### config.mk
export PLATFORM = sky130hd
export DESIGN_NAME = mdu_unit
export DESIGN_NICKNAME = d
export VERILOG_FILES = /design/src/rtl/mdu_pkg.sv /design/src/rtl/mdu_divider.sv /design/src/rtl/mdu_unit.sv
export SDC_FILE = /design/constraint.sdc
export NUM_CORES = 1
export LEC_CHECK = 0
export BUFFER_PORTS_ARGS = -buffer_cell sky130_fd_sc_hd__buf_2
export CAP_MARGIN = 20
export CORE_UTILIZATION = 35
export DETAILED_ROUTE_END_ITERATION = 16
export MAX_ROUTING_LAYER = met4
export PLACE_DENSITY_LB_ADDON = 0.05
export SKIP_CTS_REPAIR_TIMING = 1
export SYNTH_ARGS = -nofsm -noshare
export SYNTH_HDL_FRONTEND = slang
export SYNTH_SLANG_ARGS = --single-unit
### constraint.sdc
create_clock -name i_clk -period 12 [get_ports i_clk]
set_input_delay 2.4 -clock i_clk [delete_from_list [all_inputs] [get_ports i_clk]]
set_output_delay 2.4 -clock i_clk [all_outputs]
set_load 0.01 [all_outputs]
### src/rtl/mdu_pkg.sv
// Shared definitions for the multiply/divide unit: funct codes, FSM states and
// the operation kinds that select how FIX commits HI/LO.
package mdu_pkg;

  localparam int MDU_DATA_W = 32;

  localparam logic [5:0] FUNC_MFHI  = 6'h10;
  localparam logic [5:0] FUNC_MTHI  = 6'h11;
  localparam logic [5:0] FUNC_MFLO  = 6'h12;
  localparam logic [5:0] FUNC_MTLO  = 6'h13;
  localparam logic [5:0] FUNC_MULT  = 6'h18;
  localparam logic [5:0] FUNC_MULTU = 6'h19;
  localparam logic [5:0] FUNC_DIV   = 6'h1A;
  localparam logic [5:0] FUNC_DIVU  = 6'h1B;

  typedef enum logic [1:0] {
    ST_IDLE = 2'd0,
    ST_MUL  = 2'd1,
    ST_DIV  = 2'd2,
    ST_FIX  = 2'd3
  } state_e;

  typedef enum logic [1:0] {
    OP_MUL = 2'd0,
    OP_DIV = 2'd1,
    OP_DBZ = 2'd2
  } op_e;

endpackage

### src/rtl/mdu_divider.sv
// Unsigned iterative restoring divider: one quotient bit per cycle, DATA_W cycles.
// Operands are magnitudes; sign correction is done by the caller.
module mdu_divider
  import mdu_pkg::*;
#(
  parameter int DATA_W = MDU_DATA_W
) (
  input  logic              i_clk,
  input  logic              i_rst_n,
  input  logic              i_start,
  input  logic              i_abort,
  input  logic [DATA_W-1:0] i_dividend,
  input  logic [DATA_W-1:0] i_divisor,
  output logic              o_last,
  output logic [DATA_W-1:0] o_quotient,
  output logic [DATA_W-1:0] o_remainder
);
  localparam int CNT_W = $clog2(DATA_W) + 1;

  logic              busy_q;
  logic [CNT_W-1:0]  cnt_q;
  logic [DATA_W-1:0] rem_q;
  logic [DATA_W-1:0] quo_q;
  logic [DATA_W-1:0] dvs_q;

  logic [DATA_W:0]   rem_sh;
  logic [DATA_W:0]   trial;
  logic              ge;

  // Shift the next dividend bit into the partial remainder and try a subtract.
  assign rem_sh = {rem_q, quo_q[DATA_W-1]};
  assign trial  = rem_sh - {1'b0, dvs_q};
  assign ge     = ~trial[DATA_W];
  assign o_last = busy_q && (cnt_q == CNT_W'(DATA_W - 1));

  always_ff @(posedge i_clk or negedge i_rst_n) begin
    if (!i_rst_n) begin
      busy_q <= 1'b0;
      cnt_q  <= '0;
    end else if (i_abort) begin
      busy_q <= 1'b0;
    end else if (i_start) begin
      busy_q <= 1'b1;
      cnt_q  <= '0;
    end else if (busy_q) begin
      busy_q <= !o_last;
      cnt_q  <= cnt_q + 1'b1;
    end
  end

  always_ff @(posedge i_clk) begin
    if (i_start) begin
      rem_q <= '0;
      quo_q <= i_dividend;
      dvs_q <= i_divisor;
    end else if (busy_q) begin
      rem_q <= ge ? trial[DATA_W-1:0] : rem_sh[DATA_W-1:0];
      quo_q <= {quo_q[DATA_W-2:0], ge};
    end
  end

  assign o_quotient  = quo_q;
  assign o_remainder = rem_q;

endmodule

### src/rtl/mdu_unit.sv
// MIPS execute-stage multiply/divide unit owning HI/LO, with ready/valid stall.
// Optional MDU_EARLY_OUT_EN: multiply leaves for FIX once remaining multiplier bits are zero.
module mdu_unit
  import mdu_pkg::*;
#(
  parameter int DATA_W   = MDU_DATA_W,
  parameter int MUL_STEP = 1
) (
  input  logic              i_clk,
  input  logic              i_rst_n,
  input  logic              i_valid,
  input  logic [5:0]        i_func,
  input  logic [DATA_W-1:0] i_op_a,
  input  logic [DATA_W-1:0] i_op_b,
  input  logic              i_flush,
  output logic              o_ready,
  output logic [DATA_W-1:0] o_result,
  output logic              o_result_valid,
  output logic              o_done,
  output logic              o_div_by_zero,
  output logic              o_unknown_func
);
  localparam int MUL_CYC = DATA_W / MUL_STEP;
  localparam int CNT_W   = $clog2(DATA_W) + 1;

  function automatic logic [DATA_W-1:0] neg_w(input logic [DATA_W-1:0] v, input logic en);
    return en ? -v : v;
  endfunction

  function automatic logic [2*DATA_W-1:0] neg_2w(input logic [2*DATA_W-1:0] v, input logic en);
    return en ? -v : v;
  endfunction

  function automatic logic [DATA_W-1:0] mag(input logic [DATA_W-1:0] v, input logic sgn);
    return neg_w(v, sgn && v[DATA_W-1]);
  endfunction

  function automatic logic [2*DATA_W-1:0] mul_acc(input logic [2*DATA_W-1:0] acc,
                                                   input logic [2*DATA_W-1:0] mc,
                                                   input logic [MUL_STEP-1:0] bits);
    logic [2*DATA_W-1:0] s;
    s = acc;
    for (int k = 0; k < MUL_STEP; k++) begin
      if (bits[k]) s = s + (mc << k);
    end
    return s;
  endfunction

  state_e              state_q, state_d;
  logic                ready;
  logic                accept;
  logic                commit;

  logic                is_mfhi, is_mflo, is_mthi, is_mtlo;
  logic                is_mul, is_div, is_signed, known;
  logic [DATA_W-1:0]   a_mag, b_mag;
  logic                b_zero;

  logic [2*DATA_W-1:0] acc_q;
  logic [2*DATA_W-1:0] mcand_q;
  logic [DATA_W-1:0]   mplier_q;
  logic [DATA_W-1:0]   mplier_nxt;
  logic [CNT_W-1:0]    cnt_q;
  logic                neg_q, rneg_q;
  op_e                 op_q;
  logic [DATA_W-1:0]   opa_q;

  logic                mul_last, mul_skip;
  logic                div_start, div_last;
  logic [DATA_W-1:0]   div_quo, div_rem;
  logic [DATA_W-1:0]   hi_fix, lo_fix;

  logic [DATA_W-1:0]   hi_q, lo_q;
  logic [DATA_W-1:0]   result_q;
  logic                result_vld_q, done_q, dbz_q;

  assign is_mfhi   = (i_func == FUNC_MFHI);
  assign is_mflo   = (i_func == FUNC_MFLO);
  assign is_mthi   = (i_func == FUNC_MTHI);
  assign is_mtlo   = (i_func == FUNC_MTLO);
  assign is_mul    = (i_func == FUNC_MULT) || (i_func == FUNC_MULTU);
  assign is_div    = (i_func == FUNC_DIV)  || (i_func == FUNC_DIVU);
  assign is_signed = (i_func == FUNC_MULT) || (i_func == FUNC_DIV);
  assign known     = is_mfhi || is_mflo || is_mthi || is_mtlo || is_mul || is_div;

  assign a_mag  = mag(i_op_a, is_signed);
  assign b_mag  = mag(i_op_b, is_signed);
  assign b_zero = (i_op_b == '0);

  assign accept    = i_valid && ready && !i_flush;
  assign commit    = (state_q == ST_FIX) && !i_flush;
  assign div_start = accept && is_div && !b_zero;

  assign mplier_nxt = mplier_q >> MUL_STEP;

`ifdef MDU_EARLY_OUT_EN
  assign mul_last = (cnt_q == '0) || (mplier_nxt == '0);
  assign mul_skip = (b_mag == '0);
`else
  assign mul_last = (cnt_q == '0);
  assign mul_skip = 1'b0;
`endif

  mdu_divider #(
    .DATA_W (DATA_W)
  ) u_div (
    .i_clk       (i_clk),
    .i_rst_n     (i_rst_n),
    .i_start     (div_start),
    .i_abort     (i_flush),
    .i_dividend  (a_mag),
    .i_divisor   (b_mag),
    .o_last      (div_last),
    .o_quotient  (div_quo),
    .o_remainder (div_rem)
  );

  always_ff @(posedge i_clk or negedge i_rst_n) begin
    if (!i_rst_n) state_q <= ST_IDLE;
    else          state_q <= state_d;
  end

  always_comb begin
    state_d = state_q;
    unique case (state_q)
      ST_IDLE: begin
        if (accept && is_mul)      state_d = mul_skip ? ST_FIX : ST_MUL;
        else if (accept && is_div) state_d = b_zero ? ST_FIX : ST_DIV;
      end
      ST_MUL: begin
        if (i_flush)       state_d = ST_IDLE;
        else if (mul_last) state_d = ST_FIX;
      end
      ST_DIV: begin
        if (i_flush)       state_d = ST_IDLE;
        else if (div_last) state_d = ST_FIX;
      end
      ST_FIX:  state_d = ST_IDLE;
      default: state_d = ST_IDLE;
    endcase
  end

  always_comb begin
    ready          = (state_q == ST_IDLE);
    o_unknown_func = i_valid && !known;
  end

  // Working registers: loaded at accept, advanced while MUL runs; never reset.
  always_ff @(posedge i_clk) begin
    if (accept && is_mul) begin
      acc_q    <= '0;
      mcand_q  <= {{DATA_W{1'b0}}, a_mag};
      mplier_q <= b_mag;
      cnt_q    <= CNT_W'(MUL_CYC - 1);
      neg_q    <= is_signed && (i_op_a[DATA_W-1] ^ i_op_b[DATA_W-1]);
      op_q     <= OP_MUL;
    end else if (accept && is_div) begin
      neg_q    <= is_signed && (i_op_a[DATA_W-1] ^ i_op_b[DATA_W-1]);
      rneg_q   <= is_signed && i_op_a[DATA_W-1];
      opa_q    <= i_op_a;
      op_q     <= b_zero ? OP_DBZ : OP_DIV;
    end else if (state_q == ST_MUL) begin
      acc_q    <= mul_acc(acc_q, mcand_q, mplier_q[MUL_STEP-1:0]);
      mcand_q  <= mcand_q << MUL_STEP;
      mplier_q <= mplier_nxt;
      cnt_q    <= cnt_q - 1'b1;
    end
  end

  always_comb begin
    hi_fix = '0;
    lo_fix = '0;
    unique case (op_q)
      OP_MUL:  {hi_fix, lo_fix} = neg_2w(acc_q, neg_q);
      OP_DIV: begin
        hi_fix = neg_w(div_rem, rneg_q);
        lo_fix = neg_w(div_quo, neg_q);
      end
      default: begin
        hi_fix = opa_q;
        lo_fix = '1;
      end
    endcase
  end

  // Architectural HI/LO and registered outputs; FIX commit is suppressed by flush.
  always_ff @(posedge i_clk or negedge i_rst_n) begin
    if (!i_rst_n) begin
      hi_q         <= '0;
      lo_q         <= '0;
      result_q     <= '0;
      result_vld_q <= 1'b0;
      done_q       <= 1'b0;
      dbz_q        <= 1'b0;
    end else begin
      result_vld_q <= 1'b0;
      done_q       <= 1'b0;
      dbz_q        <= 1'b0;
      if (accept) begin
        if (is_mfhi) begin
          result_q     <= hi_q;
          result_vld_q <= 1'b1;
        end
        if (is_mflo) begin
          result_q     <= lo_q;
          result_vld_q <= 1'b1;
        end
        if (is_mthi) hi_q <= i_op_a;
        if (is_mtlo) lo_q <= i_op_a;
      end
      if (commit) begin
        hi_q   <= hi_fix;
        lo_q   <= lo_fix;
        done_q <= 1'b1;
        dbz_q  <= (op_q == OP_DBZ);
      end
    end
  end

  assign o_ready        = ready;
  assign o_result       = result_q;
  assign o_result_valid = result_vld_q;
  assign o_done         = done_q;
  assign o_div_by_zero  = dbz_q;

endmodule

==> qor.yml, run 1 <==
worst_setup_path:
  ff2ff_path_depth: 12
  worst-setup-path-type: "in2out"
  ff2ff_setup_slack_ns: 7.48
  cp-start-kind: "input port"
  r2r-end: "acc_q[56]"
  cp.required_ns: 9.60
  crit_arrival_ns: 3.29
  crit_path_end_kind: "output pin"
  cp-startpoint: "i_func[2]"
  worstPathMaxFanout: 4
  r2r-start: "mcand_q[0]"
layout:
  nFillCells: 7473
  fin_area_mm2: 0.0293
  fin_nets: 3277
  drive_gt1_share_pct: 8.07
  area_growth_syn_to_layout_pct: 12.1
synthesis:
  synth_cells: 3068
  synth.distinct_cells: 79
  yosysSeqAreaShare_pct: 39.4
  yosysTopAreaCell: "edfxtp_1"
  yosys_warnings: 0
  synth-edff-count: 162
  ys_ff_latch: 406
  synth_most_common_cell: "nand2_1"
  synth_area_mm2: 0.0261
  yosys-top-cells-count: "nand2_1, a21oi_1, o21ai_0"
  netlist.area_leader.share_pct: 18.6
  synth_area_leaders: "edfxtp_1, dfxtp_1, dfrtp_1"
  synth_ff_type: "edfxtp_1"
  syn-num-nets: 3251
  synthArstFlopShare_pct: 26.6
  syn_area_per_cell_um2: 8.52
sta:
  rsz0062_at_grt: "no"
  skew_ns: 0.0313
  maxSlewViolCount: 0
  worst_slew_pin_slew_ns: 1.08
  period_share_pct: 47.4
  setup_tns_ns: 0
  hold_viol: 0
  min_period_ns: 5.69
  slew-limit-headroom_pct: 27.3
  finalSetupViolations: 0
  fmax_ghz: 0.176
cts:
  numCtsBuffers: 51
  root_buffer: "clkbuf_16"
  clk_path_buf_depth: 3
  htree_levels: 2
  clock_latency_ns: 0.63
  cts.sinks: 406
  tritoncts: "built"
  clkTransAtPathRegs_ns: 0.05
power:
  power_density_mw_per_mm2: 275
  peakVddDrop_uv: 135
  p_leak_nw: 12.2
worst_hold_path:
  hold_path.class: "reg2reg"
  holdPathStages: 2
  min_to: "lo_q[8]"
  min-delay-start: "lo_q[8]"
drt:
  firstDrtPassIters: 6
  wire_per_inst_um: 21.8
  vias: 22700
  drt_wl_total_mm: 89.4
  drcViolationCount: 0
  drt_iter0_drc: 1599
  antenna_left: 0
  via_per_inst: 5.55
global_routing:
  grt_max_degree: 90
  busiest_layer: "met2"
  overflow: 0
  use_met3_pct: 2.44
  first_global_vias: 21800
  grt_usage_pct: 24.1
  grt_pass1_wl_mm: 136
  antenna_found_initial: 2
  grt_use_met2_pct: 41.1
  met1_usage_pct: 30.4
floorplan:
  io_pins: 111
  core_mm2: 0.0735
  initial_core_util_pct: 35.6
  die-height_um: 275
  rows: 99
  die_x_um: 275
  die_area_mm2: 0.0758
flow_run:
  drv_cap: 0
placed_design:
  gp_congestion: 0.930
  io_buffers: 110
  placed_cell_area_mm2: 0.0275
  hpwl_mm: 67.2
run_status:
  outcome: "finished clean"
==> sequential cells by signal (all words and copies together), names as in the netlist <==
name and count:
mcand_q 64, u_div.cnt_q 6, opa_q 32, o_done 1
neg_q 1, acc_q 64, hi_q 32, rneg_q 1
lo_q 32, o_div_by_zero 1, cnt_q 6, u_div.busy_q 1
u_div.dvs_q 32, mplier_q 32, o_result_valid 1, op_q 2
u_div.o_quotient 32, state_q 2, u_div.o_remainder 32, o_result 32
==> area by class of cell <==
cell class              count  area, um2  area share [%]
multi-input cells        2403      14900            51.0
flip-flops and latches    406      10300            35.1
clock inverters            25        314            1.07
inverters                  91        342            1.17
well taps                 959       1200            4.10
clock buffers              69       1400            4.76
diodes                      2       5.00          0.0171
repair buffers            141        818            2.79
==> metrics by stage <==
step                hold slack, ns  util, %  total power (W)  std cells  setup WS (ns)
global route                 0.509     39.9          0.00866       4096           6.13
finish                       0.476     39.9          0.00805       4096           6.31
floorplan                    0.449        -          0.00518       3068           5.22
global placement             0.464     37.5          0.00646       3998           5.95
detailed placement           0.469     37.5          0.00648       3998           5.80
CTS                          0.482     39.8          0.00812       4092           6.30
==> kinds of logic (layout without fill, tap and decap cells) <==
logic type	Yosys count	in the layout	share of synthesized area, %
xor+xnor	260	260	8.71
mux	122	122	4.73
flops	406	406	39.4
fa+ha+maj	109	109	5.28
simple gates	1010	1010	17.5
other cells	0	2	0
buf+inv	259	326	3.73
compound gates	902	902	20.6
==> routing by layer <==
layer	vias to the layer above	wire (um)
li1	11100	-
met1	11000	40300
met2	469	44200
met3	93	2800
met4	0	2130
met5	-	0
==> worst max path at each step <==
stage	slack, ns	depth (start not counted)	endpoint
global route	6.13	8	u_div.o_quotient[14]
global placement	5.95	8	u_div.o_quotient[10]
floorplan	5.22	7	mcand_q[0]
finish	6.31	4	o_unknown_func
CTS	6.30	4	o_unknown_func
detailed placement	5.80	8	u_div.o_quotient[14]
==> worst max-delay path: stages <==
cell	delay [ns]
buf_2	0.09
or3b_2	0.49
and2_1	0.17
buf_2	0.13
==> layout by cell type (no fill, tap or decap), drive strengths merged, types with 42 or more instances in the layout <==
cell type,count
a21oi,304
nor2,238
clkbuf,69
buf,141
a211oi,42
o31ai,52
xnor2,144
nand3,47
nor3,54
xor2,116
a21o,54
dfxtp,136
edfxtp,162
inv,92
o21ai,271
dfrtp,108
ha,107
nand2,448
mux2i,119
==> where the power goes <==
group	internal, W	leakage, nW	total, W	switching (W)
Combinational	0.00155	7.36	0.00399	0.00244
Clock	0.000930	0.821	0.00159	0.000664
Sequential	0.00194	3.97	0.00247	0.000534
Total	0.00441	12.2	0.00805	0.00364
Power figures use the tool's default switching activity.
==> run 2, diff against run 1 <==
ABC_AREA = 1   (was unset)
clock period = 6 ns   (was 12 ns; I/O delays follow)
==> qor.yml, run 2 <==
layout:
  biggestRegsByFlops: "acc_q: 64 flops, mcand_q: 64 flops"
  area_growth_syn_to_layout_pct: 11.1
  drive_gt1_share_pct: 6.16
  fin_nets: 4974
  most-common-layout-cells: "nand2_1, inv_1, nor2_1"
  nFillCells: 9575
  fin_area_mm2: 0.0336
  layout_commonest_cell: "nand2_1"
drt:
  met2_length_mm: 54.2
  wire_per_inst_um: 21.7
  route.met3.wl_mm: 8.08
  top_layer_used: "met4"
  drt_iter0_drc: 3000
  antenna_left: 0
  drt_wl_total_mm: 130
  via_per_inst: 5.18
  vias: 31000
  firstDrtPassIters: 6
  drcViolationCount: 0
  wl_met1_mm: 64.4
power:
  power_switching_w: 0.00698
  power_density_mw_per_mm2: 433
  power.share.clock_pct: 21.8
  seqPwrFrac_pct: 30.5
  power.internal_w: 0.00759
  peakVddDrop_uv: 222
  p_leak_nw: 16.2
  switching_share_pct: 47.9
  pwr-share-comb_pct: 47.6
  power_w: 0.0146
cts:
  clk_path_buf_depth: 3
  clkTransAtPathRegs_ns: 0.06
  htree_levels: 2
  root_buffer: "clkbuf_16"
  tritoncts: "built"
  cts.sinks: 406
  numCtsBuffers: 52
  clock_latency_ns: 0.62
floorplan:
  rows: 107
  die_area_mm2: 0.0877
  initial_core_util_pct: 35.4
  io_pins: 111
  core_mm2: 0.0854
  die-height_um: 296
  die_x_um: 296
worst_setup_path:
  cp-start-kind: "input port"
  slowest_stage: "nand2_2"
  cp.depth: 12
  worst-setup-path-type: "in2reg"
  cp_top_family: "simple AND/OR/NAND/NOR gates"
  worstPathMaxFanout: 47
  cp.required_ns: 6.54
  crit_chain: "buf_2, inv_1, ha_1, nand3_2, nor2_4, nand2_1, nand3b_1, nand2_2, inv_4, nor2_8, nand2_1, o21ai_0"
  r2r-start: "u_div.o_quotient[31]"
  critPathMaxStageDelay_ns: 0.65
  crit_arrival_ns: 4.35
  crit_buf_inv: 3
  ff2ff_path_depth: 17
  cp-startpoint: "i_op_b[0]"
  crit_path_end_kind: "register"
  cpMostUsedCell: "nand2_1"
sta:
  skew_ns: 0.0286
  slew-limit-headroom_pct: 29.7
  worst_slew_pin_slew_ns: 1.05
  setup_tns_ns: 0
  hold_viol: 0
  maxSlewViolCount: 0
  fmax_ghz: 0.263
  rsz0062_at_grt: "no"
  period_share_pct: 63.4
  min_period_ns: 3.80
  finalSetupViolations: 0
synthesis:
  syn_area_per_cell_um2: 6.40
  ys_ff_latch: 406
  yosys-top-cells-count: "nand2_1, inv_1, nor2_1"
  yosysTopAreaCell: "nand2_1"
  synthArstFlopShare_pct: 26.6
  netlist.area_leader.share_pct: 18.9
  synth_area_leaders: "nand2_1, edfxtp_1, dfxtp_1"
  synth-edff-count: 162
  yosys_warnings: 0
  syn-num-nets: 4912
  synth_ff_type: "edfxtp_1"
  synth.distinct_cells: 54
  synth_area_mm2: 0.0303
  yosysSeqAreaShare_pct: 34.0
  synth_cells: 4729
  synth_most_common_cell: "nand2_1"
worst_hold_path:
  holdPathStages: 2
  min-delay-start: "cnt_q[5]"
  hold_path.class: "reg2reg"
placed_design:
  gp_congestion: 0.976
  io_buffers: 110
  placed_cell_area_mm2: 0.0319
  hpwl_mm: 104
global_routing:
  antenna_found_initial: 2
  grt_usage_pct: 30.2
  grt_pass1_wl_mm: 191
  overflow: 0
  first_global_vias: 29000
  grt_max_degree: 66
run_status:
  outcome: "finished clean"
flow_run:
  drv_cap: 0
## run 2: cell types whose count changed after synthesis, moves of 119 or more
cell     delta
inv_1     +536
nor2_1    +293
nand2_1  +1076
xnor2_1   -120
mux2i_1   -119
nand3_1   +328
## run 2: cell families after synthesis
logic type	count (synthesis)	share of synthesized area (%)
and+or+nand+nor	2612	35.6
buffers and inverters	777	10.1
AOI/OAI and AO/OA	729	13.0
DFF	406	34.0
adders and majority gates	109	4.56
xor gates and xnor gates	96	2.78
## run 2: layout make-up
| class | count | area (um2) | share of cell area (%) |
|---|---|---|---|
| Tap cell | 1144 | 1430 | 4.26 |
| Sequential cell | 406 | 10300 | 30.6 |
| Antenna cell | 1 | 2.50 | 0.00744 |
| Inverter | 638 | 2400 | 7.13 |
| Clock buffer | 82 | 1530 | 4.54 |
| Clock inverter | 15 | 148 | 0.439 |
| Timing Repair Buffer | 147 | 883 | 2.63 |
| Multi-Input combinational cell | 3546 | 17000 | 50.4 |
## run 2: worst min-delay path, stage by stage, from the launching register on
cell,delay (ns)
dfxtp_1,0.31
inv_1,0.06
a21oi_1,0.05
## run 2: power groups by stage
stage | registers [W] | clock network (W) | logic (W)
floorplan | 0.00411 | 0 | 0.00462
global placement | 0.00446 | 0 | 0.00686
detailed placement | 0.00446 | 0 | 0.00681
CTS | 0.00441 | 0.00325 | 0.00684
global route | 0.00451 | 0.00333 | 0.00773
finish | 0.00444 | 0.00318 | 0.00694
## run 2: worst paths after layout
| path | slack, ns | endpoint |
|---|---|---|
| setup / recovery | 2.20 | u_div.o_remainder[31] |
| hold / removal | 0.47 | cnt_q[5] |
| setup reg to reg | 2.46 | u_div.o_remainder[25] |
| hold reg to reg | 0.47 | cnt_q[5] |
| max in group asynchronous | 4.38 | hi_q[25] |
| min in group asynchronous | 0.67 | o_result[5] |
## run 2: per-stage QoR
step | instances | hold WS (ns) | utilization, % | worst slack, ns
after floorplan | 4729 | 0.415 | - | 2.33
after global placement | 5879 | 0.459 | 37.3 | 1.77
after detailed placement | 5880 | 0.466 | 37.4 | 1.63
after CTS | 5977 | 0.473 | 39.3 | 2.28
after global routing | 5978 | 0.501 | 39.4 | 2.04
final | 5979 | 0.466 | 39.4 | 2.20
## run 2: layer usage
metal	global-route usage, %	vias up
li1	-	15400
met1	44.4	14500
met2	44.0	969
met3	3.19	131
met4	7.04	0
met5	-	-
==> run 3, diff against run 2 <==
clock period = 3.2 ns   (was 6 ns; I/O delays follow)
==> qor.yml, run 3 (same netlist as run 2, synthesis figures left out) <==
run_status:
  outcome: "finished clean"
drt:
  drcViolationCount: 0
  drt_iter0_drc: 2857
  via_per_inst: 5.19
  drt_wl_total_mm: 133
  wire_per_inst_um: 22.0
  vias: 31400
  antenna_left: 0
  firstDrtPassIters: 6
floorplan:
  io_pins: 111
  initial_core_util_pct: 35.4
  die-height_um: 296
  die_area_mm2: 0.0877
  die_x_um: 296
  rows: 107
  core_mm2: 0.0854
global_routing:
  antenna_found_initial: 2
  first_global_vias: 29300
  grt_usage_pct: 31.1
  grt_max_degree: 90
  overflow: 0
  grt_pass1_wl_mm: 195
sta:
  setup_slack_ns: 0.346
  setup_tns_ns: 0
  fmax_ghz: 0.350
  hold_viol: 0
  rsz0062_at_grt: "no"
  finalSetupViolations: 0
  skew_ns: 0.0189
  maxSlewViolCount: 0
  min_period_ns: 2.85
  worst_slew_pin_slew_ns: 1.07
  period_share_pct: 89.2
  slew-limit-headroom_pct: 28.5
power:
  power_switching_w: 0.0132
  pwr-share-comb_pct: 48.4
  power.share.clock_pct: 21.7
  peakVddDrop_uv: 611
  power_w: 0.0276
  p_leak_nw: 16.6
  switching_share_pct: 47.8
  power_density_mw_per_mm2: 805
  seqPwrFrac_pct: 29.9
  power.internal_w: 0.0144
cts:
  clock_latency_ns: 0.63
  tritoncts: "built"
  htree_levels: 2
  cts.sinks: 406
  root_buffer: "clkbuf_16"
  clk_path_buf_depth: 3
  clkTransAtPathRegs_ns: 0.06
  numCtsBuffers: 52
worst_setup_path:
  critPathMaxStageDelay_ns: 0.49
  cpMostUsedCell: "nand2_2"
  crit_chain: "ha_1, fa_1, inv_1, nand2_1, o21ai_2, nand2_2, nand2_2, nand2_2, nand2_2, nand2_2, nand2_2, nand2_1, nand2_4, nand2_1, nand3_1, nand2_1"
  cp.required_ns: 3.71
  worstPathMaxFanout: 36
  crit_path_end_kind: "register"
  worst-setup-path-type: "reg2reg"
  cp_top_family: "simple AND/OR/NAND/NOR gates"
  crit_arrival_ns: 3.37
  crit_buf_inv: 1
  slowest_stage: "edfxtp_1"
  cp-start-kind: "register"
layout:
  most-common-layout-cells: "nand2_1, inv_1, nor2_1"
  fin_nets: 5040
  fin_util_pct: 40.1
  drive_gt1_share_pct: 7.43
  area_growth_syn_to_layout_pct: 13.2
  layout_commonest_cell: "nand2_1"
  biggestRegsByFlops: "acc_q: 64 flops, mcand_q: 64 flops"
  nFillCells: 9501
placed_design:
  io_buffers: 110
  pre_cts_ws_ns: 0.0746
  hpwl_mm: 108
  gp_congestion: 0.992
flow_run:
  drv_cap: 0
worst_hold_path:
  hold_path.class: "in2reg"
-- run 3: area by class of cell --
| cell class | count | area (um2) | share of cell area, % |
|---|---|---|---|
| Clock buffer | 81 | 1540 | 4.51 |
| Tap cell | 1144 | 1430 | 4.18 |
| Multi-Input combinational cell | 3546 | 17000 | 49.5 |
| Sequential cell | 406 | 10300 | 30.0 |
| Clock inverter | 15 | 149 | 0.435 |
| Timing Repair Buffer | 213 | 1490 | 4.35 |
| Inverter | 638 | 2400 | 7.00 |
| Antenna cell | 2 | 5.00 | 0.0146 |
-- run 3: path summary, 6_finish.rpt --
path	start	endpoint	slack, ns	depth (start not counted)
worst max register to register	u_div.dvs_q[0]	u_div.o_remainder[18]	0.35	16
max in group asynchronous	i_rst_n	hi_q[24]	1.99	3
min in group asynchronous	i_rst_n	o_result[4]	0.49	2
worst min register to register	cnt_q[5]	cnt_q[5]	0.48	2
worst min-delay path	i_op_b[0]	u_div.dvs_q[0]	0.25	1
worst max-delay path	u_div.dvs_q[0]	u_div.o_remainder[18]	0.35	16
-- run 3: per-stage QoR --
step / hold slack (ns) / instance area, um2 / cells
finish: 0.248 / 34300 / 6045
global route: 0.229 / 34300 / 6043
global placement: 0.458 / 32600 / 5946
floorplan: 0.344 / 30300 / 4729
detailed placement: 0.467 / 32600 / 5946
CTS: -0.0730 / 34200 / 6042
-- run 3: power by group through the flow --
stage	logic, W	clock network, W	registers (W)
5_1_grt	0.0149	0.00631	0.00838
3_3_place_gp	0.0132	0	0.00828
6_report	0.0134	0.00599	0.00824
4_1_cts	0.0132	0.00611	0.00818
3_5_place_dp	0.0131	0	0.00829
2_1_floorplan	0.00867	0	0.00770
-- run 3: per-layer routing --
metal,track usage [%],vias to the layer above,routed length (um)
met5,-,-,0
met4,9.04,0,4320
met3,3.47,172,8250
met2,45.6,1030,56100
met1,44.5,14600,64600
li1,-,15600,-
